### config.mk
export PLATFORM = sky130hd
export DESIGN_NAME = dna_seq_loader
export DESIGN_NICKNAME = d
export VERILOG_FILES = /design/src/rtl/dna_qga_pkg.sv /design/src/rtl/dna_word_fifo.sv /design/src/rtl/dna_seq_loader.sv
export SDC_FILE = /design/constraint.sdc
export NUM_CORES = 1
export LEC_CHECK = 0
export BUFFER_PORTS_ARGS = -buffer_cell sky130_fd_sc_hd__buf_2
export CAP_MARGIN = 20
export CORE_AREA = 2 2 155 157
export DETAILED_ROUTE_END_ITERATION = 8
export DIE_AREA = 0 0 157 159
export GPL_TIMING_DRIVEN = 0
export HOLD_SLACK_MARGIN = 0.08
export PLACE_DENSITY = 0.82
export SLEW_MARGIN = 20
export SYNTH_ARGS = -nofsm -noshare
export SYNTH_HDL_FRONTEND = slang
export SYNTH_HIERARCHICAL = 1
export SYNTH_SLANG_ARGS = --single-unit
export TNS_END_PERCENT = 1
### constraint.sdc
create_clock -name clk -period 8.4 [get_ports clk]
set_clock_uncertainty 0.15 [all_clocks]
set_input_delay 0.42 -clock clk [delete_from_list [all_inputs] [get_ports clk]]
set_output_delay 0.42 -clock clk [all_outputs]
set_load 0.05 [all_outputs]
### src/rtl/dna_qga_pkg.sv
// rtl/dna_qga_pkg.sv - shared encodings and FSM state type for the DNA loader
//
// Purpose: base and gate encodings, loader FSM state type and state constants,
//          and a G/C classification helper.
// Ports:   none (package).
package dna_qga_pkg;

  // Base encodings (2 bits per base)
  localparam logic [1:0] BASE_A = 2'b00;
  localparam logic [1:0] BASE_T = 2'b01;
  localparam logic [1:0] BASE_G = 2'b10;
  localparam logic [1:0] BASE_C = 2'b11;

  // Processor gate_select encodings
  localparam logic [1:0] GATE_HADAMARD = 2'b00;
  localparam logic [1:0] GATE_CNOT     = 2'b01;
  localparam logic [1:0] GATE_TOFFOLI  = 2'b10;
  localparam logic [1:0] GATE_CUSTOM   = 2'b11;

  // Dispatch FSM state
  typedef logic [1:0] ld_state_t;
  localparam ld_state_t LD_IDLE    = 2'd0;
  localparam ld_state_t LD_LAUNCH  = 2'd1;
  localparam ld_state_t LD_RELEASE = 2'd2;

  function automatic logic is_gc(input logic [1:0] b);
    return (b == BASE_G) || (b == BASE_C);
  endfunction

endpackage

### src/rtl/dna_word_fifo.sv
// rtl/dna_word_fifo.sv - synchronous FIFO for packed DNA words plus last tag
//
// Purpose: DEPTH-entry FIFO with occupancy count; head visible on o_rdata.
// Ports:
//   clk, rst_n      clock, async active-low reset (drops all entries)
//   i_push, i_wdata write side
//   i_pop, o_rdata  read side (o_rdata is the current head)
//   o_count         number of stored entries
//   o_full, o_empty status flags
module dna_word_fifo #(
  parameter int WIDTH = 33,
  parameter int DEPTH = 4
) (
  input  logic                     clk,
  input  logic                     rst_n,
  input  logic                     i_push,
  input  logic [WIDTH-1:0]         i_wdata,
  input  logic                     i_pop,
  output logic [WIDTH-1:0]         o_rdata,
  output logic [$clog2(DEPTH):0]   o_count,
  output logic                     o_full,
  output logic                     o_empty
);

  localparam int AW = $clog2(DEPTH);
  localparam int CW = AW + 1;
  localparam logic [CW-1:0] CAP = CW'(DEPTH);

  logic [WIDTH-1:0] r_mem [DEPTH];
  logic [AW-1:0]    r_wr_ptr;
  logic [AW-1:0]    r_rd_ptr;
  logic [CW-1:0]    r_count;
  logic             w_push;
  logic             w_pop;

  assign o_full  = (r_count == CAP);
  assign o_empty = (r_count == '0);
  assign o_count = r_count;
  assign o_rdata = r_mem[r_rd_ptr];

  // Overflow/underflow requests are ignored rather than corrupting state.
  assign w_push = i_push && !o_full;
  assign w_pop  = i_pop && !o_empty;

  // Pointers wrap naturally because DEPTH is a power of two.
  always_ff @(posedge clk or negedge rst_n) begin
    if (!rst_n) begin
      r_wr_ptr <= '0;
      r_rd_ptr <= '0;
      r_count  <= '0;
    end else begin
      if (w_push) r_wr_ptr <= r_wr_ptr + 1'b1;
      if (w_pop)  r_rd_ptr <= r_rd_ptr + 1'b1;
      case ({w_push, w_pop})
        2'b10:   r_count <= r_count + 1'b1;
        2'b01:   r_count <= r_count - 1'b1;
        default: r_count <= r_count;
      endcase
    end
  end

  always_ff @(posedge clk) begin
    if (w_push) r_mem[r_wr_ptr] <= i_wdata;
  end

endmodule

### src/rtl/dna_seq_loader.sv
// rtl/dna_seq_loader.sv - base-stream packer and job dispatcher for dna_quant_processor
//
// Purpose: packs 2-bit bases into DNA_WIDTH-bit words, queues them in
//          dna_word_fifo, runs the processor start/processing_done handshake
//          one word at a time and returns results on a valid/ready port.
//          A watchdog abandons jobs the processor never completes.
// Optional feature macro: DNA_LOADER_GC_COUNT_EN
//          adds gc_min input / res_gc output; head words with fewer than
//          gc_min G/C bases are dropped without being launched.
// Ports:
//   clk, rst_n              clock, async active-low reset
//   gc_min, res_gc          (DNA_LOADER_GC_COUNT_EN only) skip threshold, result G/C count
//   base_valid/ready/data/last  base stream input
//   cfg_aging, cfg_gate     job configuration, sampled at launch
//   proc_start/dna/aging/gate   to processor
//   proc_dna_out/entropy/mutations/done  from processor
//   res_valid/ready/dna/entropy/mutations/last  result stream output
//   err_timeout             sticky watchdog abort flag
//   jobs_done               completed-job counter (wraps)
module dna_seq_loader
  import dna_qga_pkg::*;
#(
  parameter int         DNA_WIDTH          = 32,
  parameter int         AGING_FACTOR_WIDTH = 8,
  parameter int         FIFO_DEPTH         = 4,
  parameter int         TIMEOUT_CYCLES     = 1024,
  parameter logic [1:0] PAD_BASE           = 2'b00
) (
  input  logic                          clk,
  input  logic                          rst_n,
`ifdef DNA_LOADER_GC_COUNT_EN
  input  logic [5:0]                    gc_min,
  output logic [5:0]                    res_gc,
`endif
  input  logic                          base_valid,
  output logic                          base_ready,
  input  logic [1:0]                    base_data,
  input  logic                          base_last,
  input  logic [AGING_FACTOR_WIDTH-1:0] cfg_aging,
  input  logic [1:0]                    cfg_gate,
  output logic                          proc_start,
  output logic [DNA_WIDTH-1:0]          proc_dna,
  output logic [AGING_FACTOR_WIDTH-1:0] proc_aging,
  output logic [1:0]                    proc_gate,
  input  logic [DNA_WIDTH-1:0]          proc_dna_out,
  input  logic [15:0]                   proc_entropy,
  input  logic [7:0]                    proc_mutations,
  input  logic                          proc_done,
  output logic                          res_valid,
  input  logic                          res_ready,
  output logic [DNA_WIDTH-1:0]          res_dna,
  output logic [15:0]                   res_entropy,
  output logic [7:0]                    res_mutations,
  output logic                          res_last,
  output logic                          err_timeout,
  output logic [15:0]                   jobs_done
);

  localparam int BASES = DNA_WIDTH / 2;
  localparam int IDX_W = (BASES > 1) ? $clog2(BASES) : 1;
  localparam int CNT_W = $clog2(FIFO_DEPTH) + 1;
  localparam int TMR_W = $clog2(TIMEOUT_CYCLES + 1);
  localparam logic [IDX_W-1:0]     LAST_IDX = IDX_W'(BASES - 1);
  localparam logic [TMR_W-1:0]     TMR_LAST = TMR_W'(TIMEOUT_CYCLES - 1);
  localparam logic [CNT_W-1:0]     FIFO_CAP = CNT_W'(FIFO_DEPTH);
  localparam logic [DNA_WIDTH-1:0] PAD_WORD = {BASES{PAD_BASE}};

  // ---------------------------------------------------------------- packer
  logic [DNA_WIDTH-1:0] r_pack_word;
  logic [IDX_W-1:0]     r_pack_idx;
  logic [DNA_WIDTH-1:0] w_pack_next;
  logic                 w_base_acc;
  logic                 w_push;

  // FIFO
  logic [DNA_WIDTH:0]   w_fifo_rdata;
  logic [CNT_W-1:0]     w_fifo_count;
  logic                 w_fifo_full;
  logic                 w_fifo_empty;
  logic                 w_fifo_pop;
  logic [DNA_WIDTH-1:0] w_head_word;
  logic                 w_head_last;

  // FSM / result
  ld_state_t                     r_state;
  logic [TMR_W-1:0]              r_timer;
  logic                          r_proc_start;
  logic [DNA_WIDTH-1:0]          r_proc_dna;
  logic [AGING_FACTOR_WIDTH-1:0] r_proc_aging;
  logic [1:0]                    r_proc_gate;
  logic                          r_res_valid;
  logic [DNA_WIDTH-1:0]          r_res_dna;
  logic [15:0]                   r_res_entropy;
  logic [7:0]                    r_res_mutations;
  logic                          r_res_last;
  logic                          r_err_timeout;
  logic [15:0]                   r_jobs_done;
  logic                          w_res_free;
  logic                          w_skip;
  logic                          w_launch;
  logic                          w_capture;
  logic                          w_timeout;

  assign base_ready = (w_fifo_count < FIFO_CAP);
  assign w_base_acc = base_valid && base_ready;
  assign w_push     = w_base_acc && (base_last || (r_pack_idx == LAST_IDX));

  // The working word is pre-filled with PAD_BASE, so a short word closed by
  // base_last already carries its padding in the untouched slots.
  always_comb begin
    w_pack_next = r_pack_word;
    w_pack_next[{r_pack_idx, 1'b0} +: 2] = base_data;
  end

  always_ff @(posedge clk or negedge rst_n) begin
    if (!rst_n) begin
      r_pack_word <= PAD_WORD;
      r_pack_idx  <= '0;
    end else if (w_base_acc) begin
      if (w_push) begin
        r_pack_word <= PAD_WORD;
        r_pack_idx  <= '0;
      end else begin
        r_pack_word <= w_pack_next;
        r_pack_idx  <= r_pack_idx + 1'b1;
      end
    end
  end

  // ------------------------------------------------------------------ FIFO
  // The full gate is redundant with base_ready today; it keeps the FIFO safe
  // if the ready rule is ever relaxed.
  dna_word_fifo #(
    .WIDTH (DNA_WIDTH + 1),
    .DEPTH (FIFO_DEPTH)
  ) u_fifo (
    .clk     (clk),
    .rst_n   (rst_n),
    .i_push  (w_push && !w_fifo_full),
    .i_wdata ({base_last, w_pack_next}),
    .i_pop   (w_fifo_pop),
    .o_rdata (w_fifo_rdata),
    .o_count (w_fifo_count),
    .o_full  (w_fifo_full),
    .o_empty (w_fifo_empty)
  );

  assign w_head_word = w_fifo_rdata[DNA_WIDTH-1:0];
  assign w_head_last = w_fifo_rdata[DNA_WIDTH];

  // ------------------------------------------------------- G/C skip filter
`ifdef DNA_LOADER_GC_COUNT_EN
  function automatic logic [5:0] gc_of(input logic [DNA_WIDTH-1:0] w);
    logic [5:0] n;
    n = '0;
    for (int i = 0; i < BASES; i++) begin
      n = n + 6'(is_gc(w[2*i +: 2]));
    end
    return n;
  endfunction

  logic [5:0] w_head_gc;
  logic [5:0] r_res_gc;

  assign w_head_gc = gc_of(w_head_word);
  assign w_skip    = (r_state == LD_IDLE) && !w_fifo_empty && (w_head_gc < gc_min);
  assign res_gc    = r_res_gc;

  always_ff @(posedge clk or negedge rst_n) begin
    if (!rst_n) begin
      r_res_gc <= '0;
    end else if (w_capture) begin
      r_res_gc <= gc_of(proc_dna_out);
    end
  end
`else
  assign w_skip = 1'b0;
`endif

  // ---------------------------------------------------------- dispatch FSM
  // A new job may start only if the result slot is free or being drained this
  // cycle; this keeps the result payload from being overwritten while held.
  assign w_res_free = !r_res_valid || res_ready;
  assign w_launch   = (r_state == LD_IDLE) && !w_fifo_empty && w_res_free &&
                      !w_skip && !proc_done;
  assign w_capture  = (r_state == LD_LAUNCH) && proc_done;
  assign w_timeout  = (r_state == LD_LAUNCH) && !proc_done && (r_timer == TMR_LAST);

  // The in-flight word stays at the FIFO head until its job ends, so the head
  // last tag is still the right one at capture time.
  assign w_fifo_pop = w_capture || w_timeout || w_skip;

  always_ff @(posedge clk or negedge rst_n) begin
    if (!rst_n) begin
      r_state       <= LD_IDLE;
      r_timer       <= '0;
      r_proc_start  <= 1'b0;
      r_proc_dna    <= '0;
      r_proc_aging  <= '0;
      r_proc_gate   <= '0;
      r_err_timeout <= 1'b0;
    end else begin
      case (r_state)
        LD_IDLE: begin
          if (w_launch) begin
            r_state      <= LD_LAUNCH;
            r_timer      <= '0;
            r_proc_start <= 1'b1;
            r_proc_dna   <= w_head_word;
            r_proc_aging <= cfg_aging;
            r_proc_gate  <= cfg_gate;
          end
        end
        LD_LAUNCH: begin
          if (proc_done) begin
            r_proc_start <= 1'b0;
            r_state      <= LD_RELEASE;
          end else if (w_timeout) begin
            r_proc_start  <= 1'b0;
            r_err_timeout <= 1'b1;
            r_state       <= LD_RELEASE;
          end else begin
            r_timer <= r_timer + 1'b1;
          end
        end
        LD_RELEASE: begin
          if (!proc_done) r_state <= LD_IDLE;
        end
        default: r_state <= LD_IDLE;
      endcase
    end
  end

  // --------------------------------------------------------- result port
  always_ff @(posedge clk or negedge rst_n) begin
    if (!rst_n) begin
      r_res_valid     <= 1'b0;
      r_res_dna       <= '0;
      r_res_entropy   <= '0;
      r_res_mutations <= '0;
      r_res_last      <= 1'b0;
      r_jobs_done     <= '0;
    end else begin
      if (w_capture) begin
        r_res_valid     <= 1'b1;
        r_res_dna       <= proc_dna_out;
        r_res_entropy   <= proc_entropy;
        r_res_mutations <= proc_mutations;
        r_res_last      <= w_head_last;
        r_jobs_done     <= r_jobs_done + 1'b1;
      end else if (r_res_valid && res_ready) begin
        r_res_valid <= 1'b0;
      end
    end
  end

  assign proc_start    = r_proc_start;
  assign proc_dna      = r_proc_dna;
  assign proc_aging    = r_proc_aging;
  assign proc_gate     = r_proc_gate;
  assign res_valid     = r_res_valid;
  assign res_dna       = r_res_dna;
  assign res_entropy   = r_res_entropy;
  assign res_mutations = r_res_mutations;
  assign res_last      = r_res_last;
  assign err_timeout   = r_err_timeout;
  assign jobs_done     = r_jobs_done;

endmodule

Word-level counts from Yosys, hierarchy flattened
Memories as Yosys holds them, arrays and structs flattened. Cells that the tools add are included.

Add/subtract/negate cells: 8. Order comparisons: 1. Equal/unequal tests: 12. Shifts and indexed selects: 2. Muxes and demuxes: 21. Bitwise logic cells: 1. Reduce and logical (&&, ||, !) cells: 29.

Operator list (number): 11-bit 2-to-1 mux (3); 32-bit bitwise mux (1); 32-bit 2-to-1 mux (1); 2-bit by 7-bit variable shift with 32-bit output, first input constant (1); 2-bit by 7-bit variable part select with 32-bit output (1); 11-bit one-hot mux with 2 select lines (1); 16-bit by 1-bit adder with 16-bit output, second input constant (1); 1-bit logical AND (12); 11-bit by 1-bit adder with 11-bit output, second input constant (1); 11-bit by 10-bit equality test with 1-bit output, second input constant (1); 3-bit AND reduction (3); 2-bit 2-to-1 mux (4); 2-bit != test, second input constant (4); 1-bit 2-to-1 mux (7); 5-bit negation with 7-bit output (1); 2-bit one-hot mux with 3 select lines (1); 3-bit one-hot mux with 2 select lines (1); 2-bit nonzero test (3); 2-bit by 1-bit adder with 2-bit output, second input constant (2); 4-bit by 1-bit adder with 4-bit output, second input constant (1); 2-bit by 1-bit equality test with 1-bit output, second input constant (2); 2-bit equality test, second input constant (2); 4-bit equality test, second input constant (1); 1-bit logical NOT (4); other kinds (13) (15).

Register bits: 174. Memory bits (writable): 132. Input port bits: 74. Output and inout port bits: 119. Logic and storage cells: 93. Memories kept: 1.

Memories: u_fifo.r_mem (words 4, bits a word 33, read ports 1, clocked after Yosys merged registers in 0, wr ports 1, RTL line dna_word_fifo.sv:29) `logic [WIDTH-1:0] r_mem [DEPTH];`.

Longest topological paths before layout
Gate-level depths: netlist of run 1.

Depth after elaboration: 7. Depth in mapped cells: 12. Depth with buffers taken out: 11.

Hierarchy
The synthesis of run 1 kept the hierarchy.

By module, submodules not included: dna_seq_loader (instances 1, cells each 779, area an instance 7382.1 um^2, sequential area each 4179.0 um^2); dna_word_fifo (instances 1, cells each 210, area an instance 5238.8 um^2, sequential area each 4139.0 um^2).

Worst setup path before layout of run 1
OpenSTA, ideal clock, no wires.

Path type: register to register. From: register u_fifo.r_count[2] (netlist: u_fifo/o_count[2]). To: memory u_fifo.r_mem[0][0] (enable). Library setup time: 0.393 ns. Arrival: 2.299 ns. Data required time: 7.857 ns. Setup slack: 5.558 ns. Stages on the path, launching flop included: 6. Path buffers: 0. Clock period less this slack: 2.842 ns. Path through: dfrtp_1 -> inv_1 -> nand2_1 -> nor3_1 -> nor2b_2 -> and2_1.

Cells in the longest elaborated chain, start to end: 7. Elaborated cells on any way between the ends: 9. Those cells by class: 1 x order compare; 1 x eq/ne; 2 x mux; 5 x reduce/logical.

Ends and longest elaborated chain: from (decl) (RTL line dna_word_fifo.sv:32) `logic [CW-1:0] r_count;`; from (signal assigned) (RTL line dna_word_fifo.sv:55) `2'b10: r_count <= r_count + 1'b1;`; from (signal assigned) (RTL line dna_word_fifo.sv:56) `2'b01: r_count <= r_count - 1'b1;`; from (signal assigned) (RTL line dna_word_fifo.sv:57) `default: r_count <= r_count;`; 3-bit < comparator (RTL line dna_seq_loader.sv:104) `assign base_ready = (w_fifo_count < FIFO_CAP);`; net base_ready (RTL line dna_seq_loader.sv:36) `output logic base_ready,`; 1-bit logical AND (RTL line dna_seq_loader.sv:105) `assign w_base_acc = base_valid && base_ready;`; 1-bit logical AND (RTL line dna_seq_loader.sv:106) `assign w_push = w_base_acc && (base_last || (r_pack_idx == LAST_IDX));`; 1-bit logical AND (RTL line dna_seq_loader.sv:139) `.i_push (w_push && !w_fifo_full),`; 1-bit logical AND (RTL line dna_word_fifo.sv:42) `assign w_push = i_push && !o_full;`; 1-bit 2-to-1 mux (RTL line dna_word_fifo.sv:63) `if (w_push) r_mem[r_wr_ptr] <= i_wdata;`; 1-bit 2-to-1 mux (not written as such) (RTL line dna_word_fifo.sv:63); to (decl) (RTL line dna_word_fifo.sv:29).

The timed path passes the listed nets, and every way through them passes these cells.

Final worst setup path of run 1
From: register r_pack_idx[1]. To: register u_fifo.r_count[2] (netlist: u_fifo/o_count[2]).

Cells in the longest elaborated chain, start to end: 7. Elaborated cells on any way between the ends: 9. Those cells by class: 3 x eq/ne; 1 x mux; 5 x reduce/logical.

Ends and longest elaborated chain: from (decl) (RTL line dna_seq_loader.sv:70) `logic [IDX_W-1:0] r_pack_idx;`; from (signal assigned) (RTL line dna_seq_loader.sv:125) `r_pack_idx <= r_pack_idx + 1'b1;`; 4-bit equality test (*) (RTL line dna_seq_loader.sv:106); 1-bit logical OR (*) (RTL line dna_seq_loader.sv:106); 1-bit logical AND (*) (RTL line dna_seq_loader.sv:106); 1-bit logical AND (*) (RTL line dna_seq_loader.sv:139); 1-bit logical AND (*) (RTL line dna_word_fifo.sv:42); 2-bit by 1-bit equality test with 1-bit output or 2-bit equality test (tied branches) (RTL line dna_word_fifo.sv:54) `case ({w_push, w_pop})`; 3-bit one-hot mux with 2 select lines or 2-bit nonzero test (tied branches).

Every way passes the cells marked *; elsewhere a longest branch is shown, timed or not. A chain may end at the register's enable or synchronous reset.

==> results of run 1 <==
cells by family after synthesis:
group / Yosys count / synth area share (%)
muxes: 67 / 9.06
xor gates and xnor gates: 26 / 1.80
adders and majority gates: 12 / 1.25
buffers and inverters: 58 / 2.30
DFF: 306 / 65.9
AOI/OAI and AO/OA: 79 / 4.67
and+or+nand+nor: 441 / 15.0
placed cells by master, fill, tap and decap left out, types with 6 or more instances in the layout:
master and instances:
inv_1 17, nand4_1 9, o21ai_0 14, xnor2_1 18
clkbuf_1 34, nor3_1 6, mux2_2 33, ha_1 11
a32o_1 15, xor2_1 8, a21oi_1 9, dlygate4sd3_1 70
dfrtp_1 174, clkbuf_16 32, nand3_1 16, nor2_1 21
edfxtp_1 132, o21ai_1 6, o2bb2ai_1 12, buf_2 201
mux4_2 28, nand2_1 343
area by class of cell:
cell class                      count  area, sq um  area share [%]
Tap cell                          319          399            2.52
Multi-Input combinational cell    625         4020            25.4
Sequential cell                   306         8320            52.5
Buffer                             41          226            1.43
Timing Repair Buffer              267         1810            11.4
Clock inverter                     13          141           0.893
Inverter                           17         63.8           0.403
Clock buffer                       43          862            5.44
metal layers:
layer	global-route usage, %	part of all wire, %	vias up
met5	0	0.070	-
met4	9.34	3.8	4
met3	6.64	7.6	100
met2	43.5	48	386
met1	34.1	41	4417
li1	-	-	4058
synth_stat cells (4+ instances only):
master	n
nand2_1	343
dfrtp_1	174
edfxtp_1	132
mux2_2	33
mux4_2	28
clkbuf_1	25
nor2_1	21
xnor2_1	18
inv_1	17
nand3_1	16
a32o_1	15
o21ai_0	14
o2bb2ai_1	12
ha_1	11
buf_2	10
a21oi_1	9
and2_1	9
nand4_1	9
xor2_1	8
nor3_1	6
o21ai_1	6
a21o_1	5
and3_1	5
mux4_1	5
nand2b_1	4
nor2b_1	4
o22ai_1	4
tightest hold or removal path, delay by kind of cell:
kind / cells / cell delay (ns)
and+or+nand+nor: 1 / 0.24
AOI/OAI and AO/OA: 1 / 0.09
buffers and inverters: 1 / 0.13
state kept, by name (all words and copies together), names as in the netlist, 2 cells and up:
signal,flops
r_pack_word,32
proc_gate,2
r_pack_idx,4
proc_dna,32
res_entropy,16
res_mutations,8
jobs_done,16
u_fifo/r_wr_ptr,2
res_dna,32
u_fifo/r_rd_ptr,2
u_fifo/o_count,3
r_state,2
proc_aging,8
r_timer,11
u_fifo/r_mem,132
metrics by stage:
| stage | hold WS, ns | area [sq um] | power, W | setup WS [ns] | util, % |
|---|---|---|---|---|---|
| 6_report | 0.217 | 15800 | 0.00588 | 4.92 | 68.3 |
| 5_1_grt | 0.226 | 15800 | 0.00616 | 4.73 | 68.3 |
| 4_1_cts | 0.185 | 15800 | 0.00585 | 4.98 | 68.3 |
| 3_5_place_dp | 0.301 | 14100 | 0.00446 | 5.05 | 60.9 |
| 3_3_place_gp | 0.296 | 14000 | 0.00439 | 3.95 | 60.3 |
| 2_1_floorplan | -0.0256 | 12600 | 0.00382 | 5.56 | - |
worst min-delay path by stage:
| stage | from | end | slack [ns] | depth (start not counted) |
|---|---|---|---|---|
| 3_5_place_dp | err_timeout$_DFFE_PN0P_ | err_timeout$_DFFE_PN0P_ | 0.30 | 1 |
| 5_1_grt | base_data[0] | r_pack_word[0]$_DFFE_PN0P_ | 0.23 | 3 |
| 6_report | base_data[0] | r_pack_word[0]$_DFFE_PN0P_ | 0.22 | 3 |
| 3_3_place_gp | err_timeout$_DFFE_PN0P_ | err_timeout$_DFFE_PN0P_ | 0.30 | 1 |
| 4_1_cts | base_data[0] | r_pack_word[0]$_DFFE_PN0P_ | 0.19 | 3 |
| 2_1_floorplan | rst_n | err_timeout$_DFFE_PN0P_ | -0.03 | 0 |
power by group through the flow:
stage / sequential, W / clock [W] / combinational, W
final: 0.00210 / 0.00136 / 0.00242
after CTS: 0.00209 / 0.00138 / 0.00238
after global routing: 0.00214 / 0.00144 / 0.00258
after floorplan: 0.00292 / 0 / 0.000896
after global placement: 0.00210 / 0 / 0.00228
after detailed placement: 0.00211 / 0 / 0.00234
timing repair:
item,in CTS,in global routing
endpoints found under the hold margin,154,0
setup endpoints to repair,0,0
hold buffers,70,0
==> flow_summary.yaml, run 1 <==
setup_path:
  crit_family: "adder cells"
  critical_path.startpoint: "r_pack_idx[1]$_DFFE_PN0P_"
  worst_path_max_delay_cell: "dfrtp_1"
  endpoint_kind: "flop"
  timing.critical_path.buf_inv: 3
  r2r_start: "r_pack_idx[1]$_DFFE_PN0P_"
  crit_cells: 12
  critPathKind: "flop to flop"
  reg2reg_to: "u_fifo/o_count[2]$_DFFE_PN0P_"
  start_kind: "flop"
  cp_data_arrival_time_ns: 3.79
  r2r_cells: 12
  required_ns: 8.71
  crit_chain: "ha_1, a31oi_1, clkbuf_1, nor3_1, nor2b_2, inv_1, ha_1, inv_1, fa_1, xor2_1, nor2_1, xor2_1"
  slowest_delay_ns: 0.51
  reg2reg_slack_ns: 4.92
  critPathMaxFanout: 10
  crit_path_end: "u_fifo/o_count[2]$_DFFE_PN0P_"
timing:
  final-setup-viol-count: 0
  period_needed_ns: 3.48
  final_max_slew_viol_count: 0
  relSlewSlack_pct: 47.1
  max_freq_mhz: 287
  final.setup.tns_ns: 0
  finalCritPeriodShare_pct: 41.4
  finalHoldViolCount: 0
  rsz0062_at_grt: "no"
  tightest_slew_ns: 0.794
routing:
  drtIter0Drc: 793
  drc_errors: 0
  via_count: 8965
  dr.pass1.iters: 5
  wire_per_inst_microns: 20.1
  wl_microns: 32700
  vias_per_cell: 5.50
  antenna_left: 0
floorplanning:
  io-pin-count: 193
  die_h_microns: 159
  initial_core_util_pct: 54.4
  die-area_sq_um: 25000
  die-width_microns: 157
  placement_rows: 56
  core-area_sq_um: 23200
global_routing:
  grt_max_degree: 93
  grt_pass1_wl_microns: 50800
  grt.total_usage_pct: 26.4
  antenna_found_initial: 2
  grt_pass1_vias: 9107
  grt_overflow: 0
cts:
  post_cts_resized: 0
  clkLatencyLatePin_ns: 0.55
  cts_setup_buffers: 0
  cts.clk_slew.worst_paths_ns: 0.07
  cts_sinks: 306
  clk_path_buf_depth: 3
  numCtsBuffers: 31
  root_buffer: "clkbuf_16"
  cts_max_level: 1
  cts_tree: "yes"
power_and_ir_drop:
  power.internal_w: 0.00338
  p_switching_w: 0.00250
  p_leak_nw: 7.18
  power_switching_share_pct: 42.5
  powerDensity_nw_per_um2: 371
  peakVddDrop_mv: 0.232
  pwr-share-comb_pct: 41.1
  pwr-share-clk_pct: 23.1
  p_seq_share_pct: 35.8
yosys:
  syn_nets: 1075
  netlist_instances: 989
  yosysTopAreaCellShare_pct: 34.5
  ys_types: 62
  yosysWarnings: 6
  synth_area_leaders: "dfrtp_1 (34%), edfxtp_1 (31%), nand2_1 (10%), mux4_2 (5.0%), mux2_2 (2.9%)"
  ys_ff_latch: 306
  synth_top_area_cell: "dfrtp_1"
  seq_area_frac_synth_pct: 65.9
  synth_flop_cell: "dfrtp_1"
  synthesis.area_sq_um: 12600
  synth_area_per_cell_sq_um: 12.8
  synth_edf_count: 132
  ys_async_sr_fraction_pct: 56.9
placement:
  place.gp.congestion: 0.935
  placedCellCount: 1505
  dpl.hpwl_microns: 20100
  port-buffer-count: 192
final_layout:
  insertedDiodeCount: 0
  drive_above_1_share_pct: 26.1
  fill_cells: 1559
  nNetsFinal: 1375
  layout.cells.non_filler: 1631
  area_growth_pct: 25.5
min_path:
  min_path_type: "input port to flop"
run:
  maxCapViolations: 0
status:
  status: "finished, final reports clean"
Power figures use the tool's default switching activity.
==> run 2: changes to the inputs <==
--- a/config.mk
+++ b/config.mk
@@ -7,12 +7,12 @@
 export LEC_CHECK = 0
 export BUFFER_PORTS_ARGS = -buffer_cell sky130_fd_sc_hd__buf_2
 export CAP_MARGIN = 20
-export CORE_AREA = 2 2 155 157
+export CORE_AREA = 2 2 161 163
 export DETAILED_ROUTE_END_ITERATION = 8
-export DIE_AREA = 0 0 157 159
+export DIE_AREA = 0 0 163 165
 export GPL_TIMING_DRIVEN = 0
 export HOLD_SLACK_MARGIN = 0.08
-export PLACE_DENSITY = 0.82
+export PLACE_DENSITY = 0.8
 export SLEW_MARGIN = 20
 export SYNTH_ARGS = -nofsm -noshare
 export SYNTH_HDL_FRONTEND = slang
==> constraint.sdc (replaced) <==
create_clock -name clk -period 3.1 [get_ports clk]
set_clock_uncertainty 0.15 [all_clocks]
set_input_delay 0.155 -clock clk [delete_from_list [all_inputs] [get_ports clk]]
set_output_delay 0.155 -clock clk [all_outputs]
set_load 0.05 [all_outputs]
==> run 2 against run 1 <==
  * Global-route usage is 2.4 points lower
  * Count of clock-buffer cells in the layout is 6 higher
  * Critical path depth stayed put
  * Sequential cell count stayed put
  * Worst hold slack worse by 0.17 ns
  * Largest power group unchanged
  * Highest routed layer is now met4
==> flow_summary.yaml, run 2 (synthesis gave the netlist of run 1 again) <==
routing:
  dr.pass1.iters: 5
  vias_per_cell: 5.51
  met2WireLength_microns: 16000
  wl_met3_microns: 2460
  wl_microns: 32200
  wire_per_inst_microns: 19.5
  via_count: 9106
  antenna_left: 0
  wl_met1_microns: 12800
  drc_errors: 0
  top_layer: "met4"
  drtIter0Drc: 1082
global_routing:
  grt_pass1_wl_microns: 49500
  grt.total_usage_pct: 24.0
  grt_max_degree: 96
  antenna_found_initial: 0
  grt_overflow: 0
  grt_pass1_vias: 9185
power_and_ir_drop:
  peakVddDrop_mv: 0.688
  p_leak_nw: 7.29
  powerDensity_nw_per_um2: 1010
floorplanning:
  die-width_microns: 163
  placement_rows: 58
  core-area_sq_um: 25000
  die-area_sq_um: 26900
  io-pin-count: 193
  initial_core_util_pct: 50.4
  die_h_microns: 165
final_layout:
  area_growth_pct: 27.3
  drive_above_1_share_pct: 27.0
  layout_common_cells: "nand2_1 (343), buf_2 (201), dfrtp_1 (174)"
  nNetsFinal: 1386
  layout.cells.non_filler: 1654
  regMostFlops: "u_fifo/r_mem"
  insertedDiodeCount: 0
  stdcell_area_sq_um: 16100
  largest_reg_flops: 132
  fill_cells: 1794
  mostFrequentLayoutCell: "nand2_1"
  post-route-util_pct: 64.2
cts:
  cts_tree: "yes"
  clk_path_buf_depth: 3
  clkLatencyLatePin_ns: 0.51
  cts_sinks: 306
  root_buffer: "clkbuf_16"
  cts_max_level: 2
  numCtsBuffers: 35
  cts.clk_slew.worst_paths_ns: 0.06
setup_path:
  crit_cells: 12
  critPathKind: "flop to flop"
  cp_data_arrival_time_ns: 3.18
  start_kind: "flop"
  crit_family: "adder cells"
  crit_path_end: "u_fifo/o_count[2]$_DFFE_PN0P_"
  r2r_cells: 12
  critical_path.startpoint: "r_pack_idx[1]$_DFFE_PN0P_"
  critPathMaxFanout: 10
  reg2reg_slack_ns: 0.18
  crit_chain: "ha_1, a31oi_4, buf_4, nor3_1, nor2b_4, inv_1, ha_1, inv_1, fa_1, xor2_1, nor2_1, xor2_1"
  slowest_delay_ns: 0.49
  timing.critical_path.buf_inv: 3
  reg2reg_to: "u_fifo/o_count[2]$_DFFE_PN0P_"
  required_ns: 3.36
  r2r_start: "r_pack_idx[1]$_DFFE_PN0P_"
  worst_path_max_delay_cell: "dfrtp_1"
  endpoint_kind: "flop"
placement:
  dpl.hpwl_microns: 20500
  placed_area_sq_um: 14100
  dp_slack_ns: -0.189
  port-buffer-count: 192
  placedCellCount: 1516
  place.gp.congestion: 0.917
timing:
  final-setup-viol-count: 0
  relSlewSlack_pct: 41.2
  tightest_slew_ns: 0.882
  period_needed_ns: 2.92
  setup_ws_ns: 0.181
  finalHoldViolCount: 0
  final_max_slew_viol_count: 0
  max_freq_mhz: 343
  rsz0062_at_grt: "no"
  finalCritPeriodShare_pct: 94.2
  hold_ws_ns: 0.0429
run:
  maxCapViolations: 0
min_path:
  min_path_type: "input port to asynchronous set/reset pin"
status:
  status: "finished, final reports clean"
==> run 2: repair_timing <==
action | in CTS | in global routing
buffers inserted | 0 | 5
setup endpoints to repair | 19 | 77
endpoints found under the hold margin | 248 | 0
cloned | 0 | 0
resized for setup | 3 | 8
hold buffers | 72 | 0
pin swaps | 0 | 3
==> run 2: stage by stage <==
step	power (W)	TNS, ns
after CTS	0.0162	0
after global routing	0.0170	0
after floorplan	0.0103	0
after global placement	0.0119	-293.03
final	0.0162	0
after detailed placement	0.0121	-0.189
==> run 2: cell type report <==
cell class                 instances  area [sq um]  share of cell area (%)
clock inverter                    12           126                   0.787
timing repair buffer             274          1870                    11.6
tap                              330           413                    2.57
inverter                          17          63.8                   0.397
sequential                       306          8320                    51.8
clock buffer                      49          1000                    6.23
buffer                            41           230                    1.43
multi-input combinational        625          4050                    25.2
==> run 2: power by group <==
group / internal, W / switching, W
Sequential: 0.00517 / 0.000548
Clock: 0.00243 / 0.00158
Combinational: 0.00182 / 0.00468
==> run 2: worst min-delay path by stage <==
stage                            from                       end  slack, ns  depth (start not counted)
after floorplan                 rst_n   err_timeout$_DFFE_PN0P_      -0.29                          0
after global placement    cfg_gate[0]  proc_gate[0]$_DFFE_PN0P_       0.19                          3
after detailed placement        rst_n   proc_dna[3]$_DFFE_PN0P_       0.02                          1
after CTS                       rst_n   proc_dna[7]$_DFFE_PN0P_       0.08                          2
after global routing            rst_n   proc_dna[7]$_DFFE_PN0P_       0.12                          2
final                           rst_n   proc_dna[7]$_DFFE_PN0P_       0.04                          2
==> run 2: per-layer routing <==
metal,global-route usage (%),up-vias
met5,0,-
met4,8.53,0
met3,5.25,80
met2,41.4,440
met1,30.0,4505
li1,-,4081
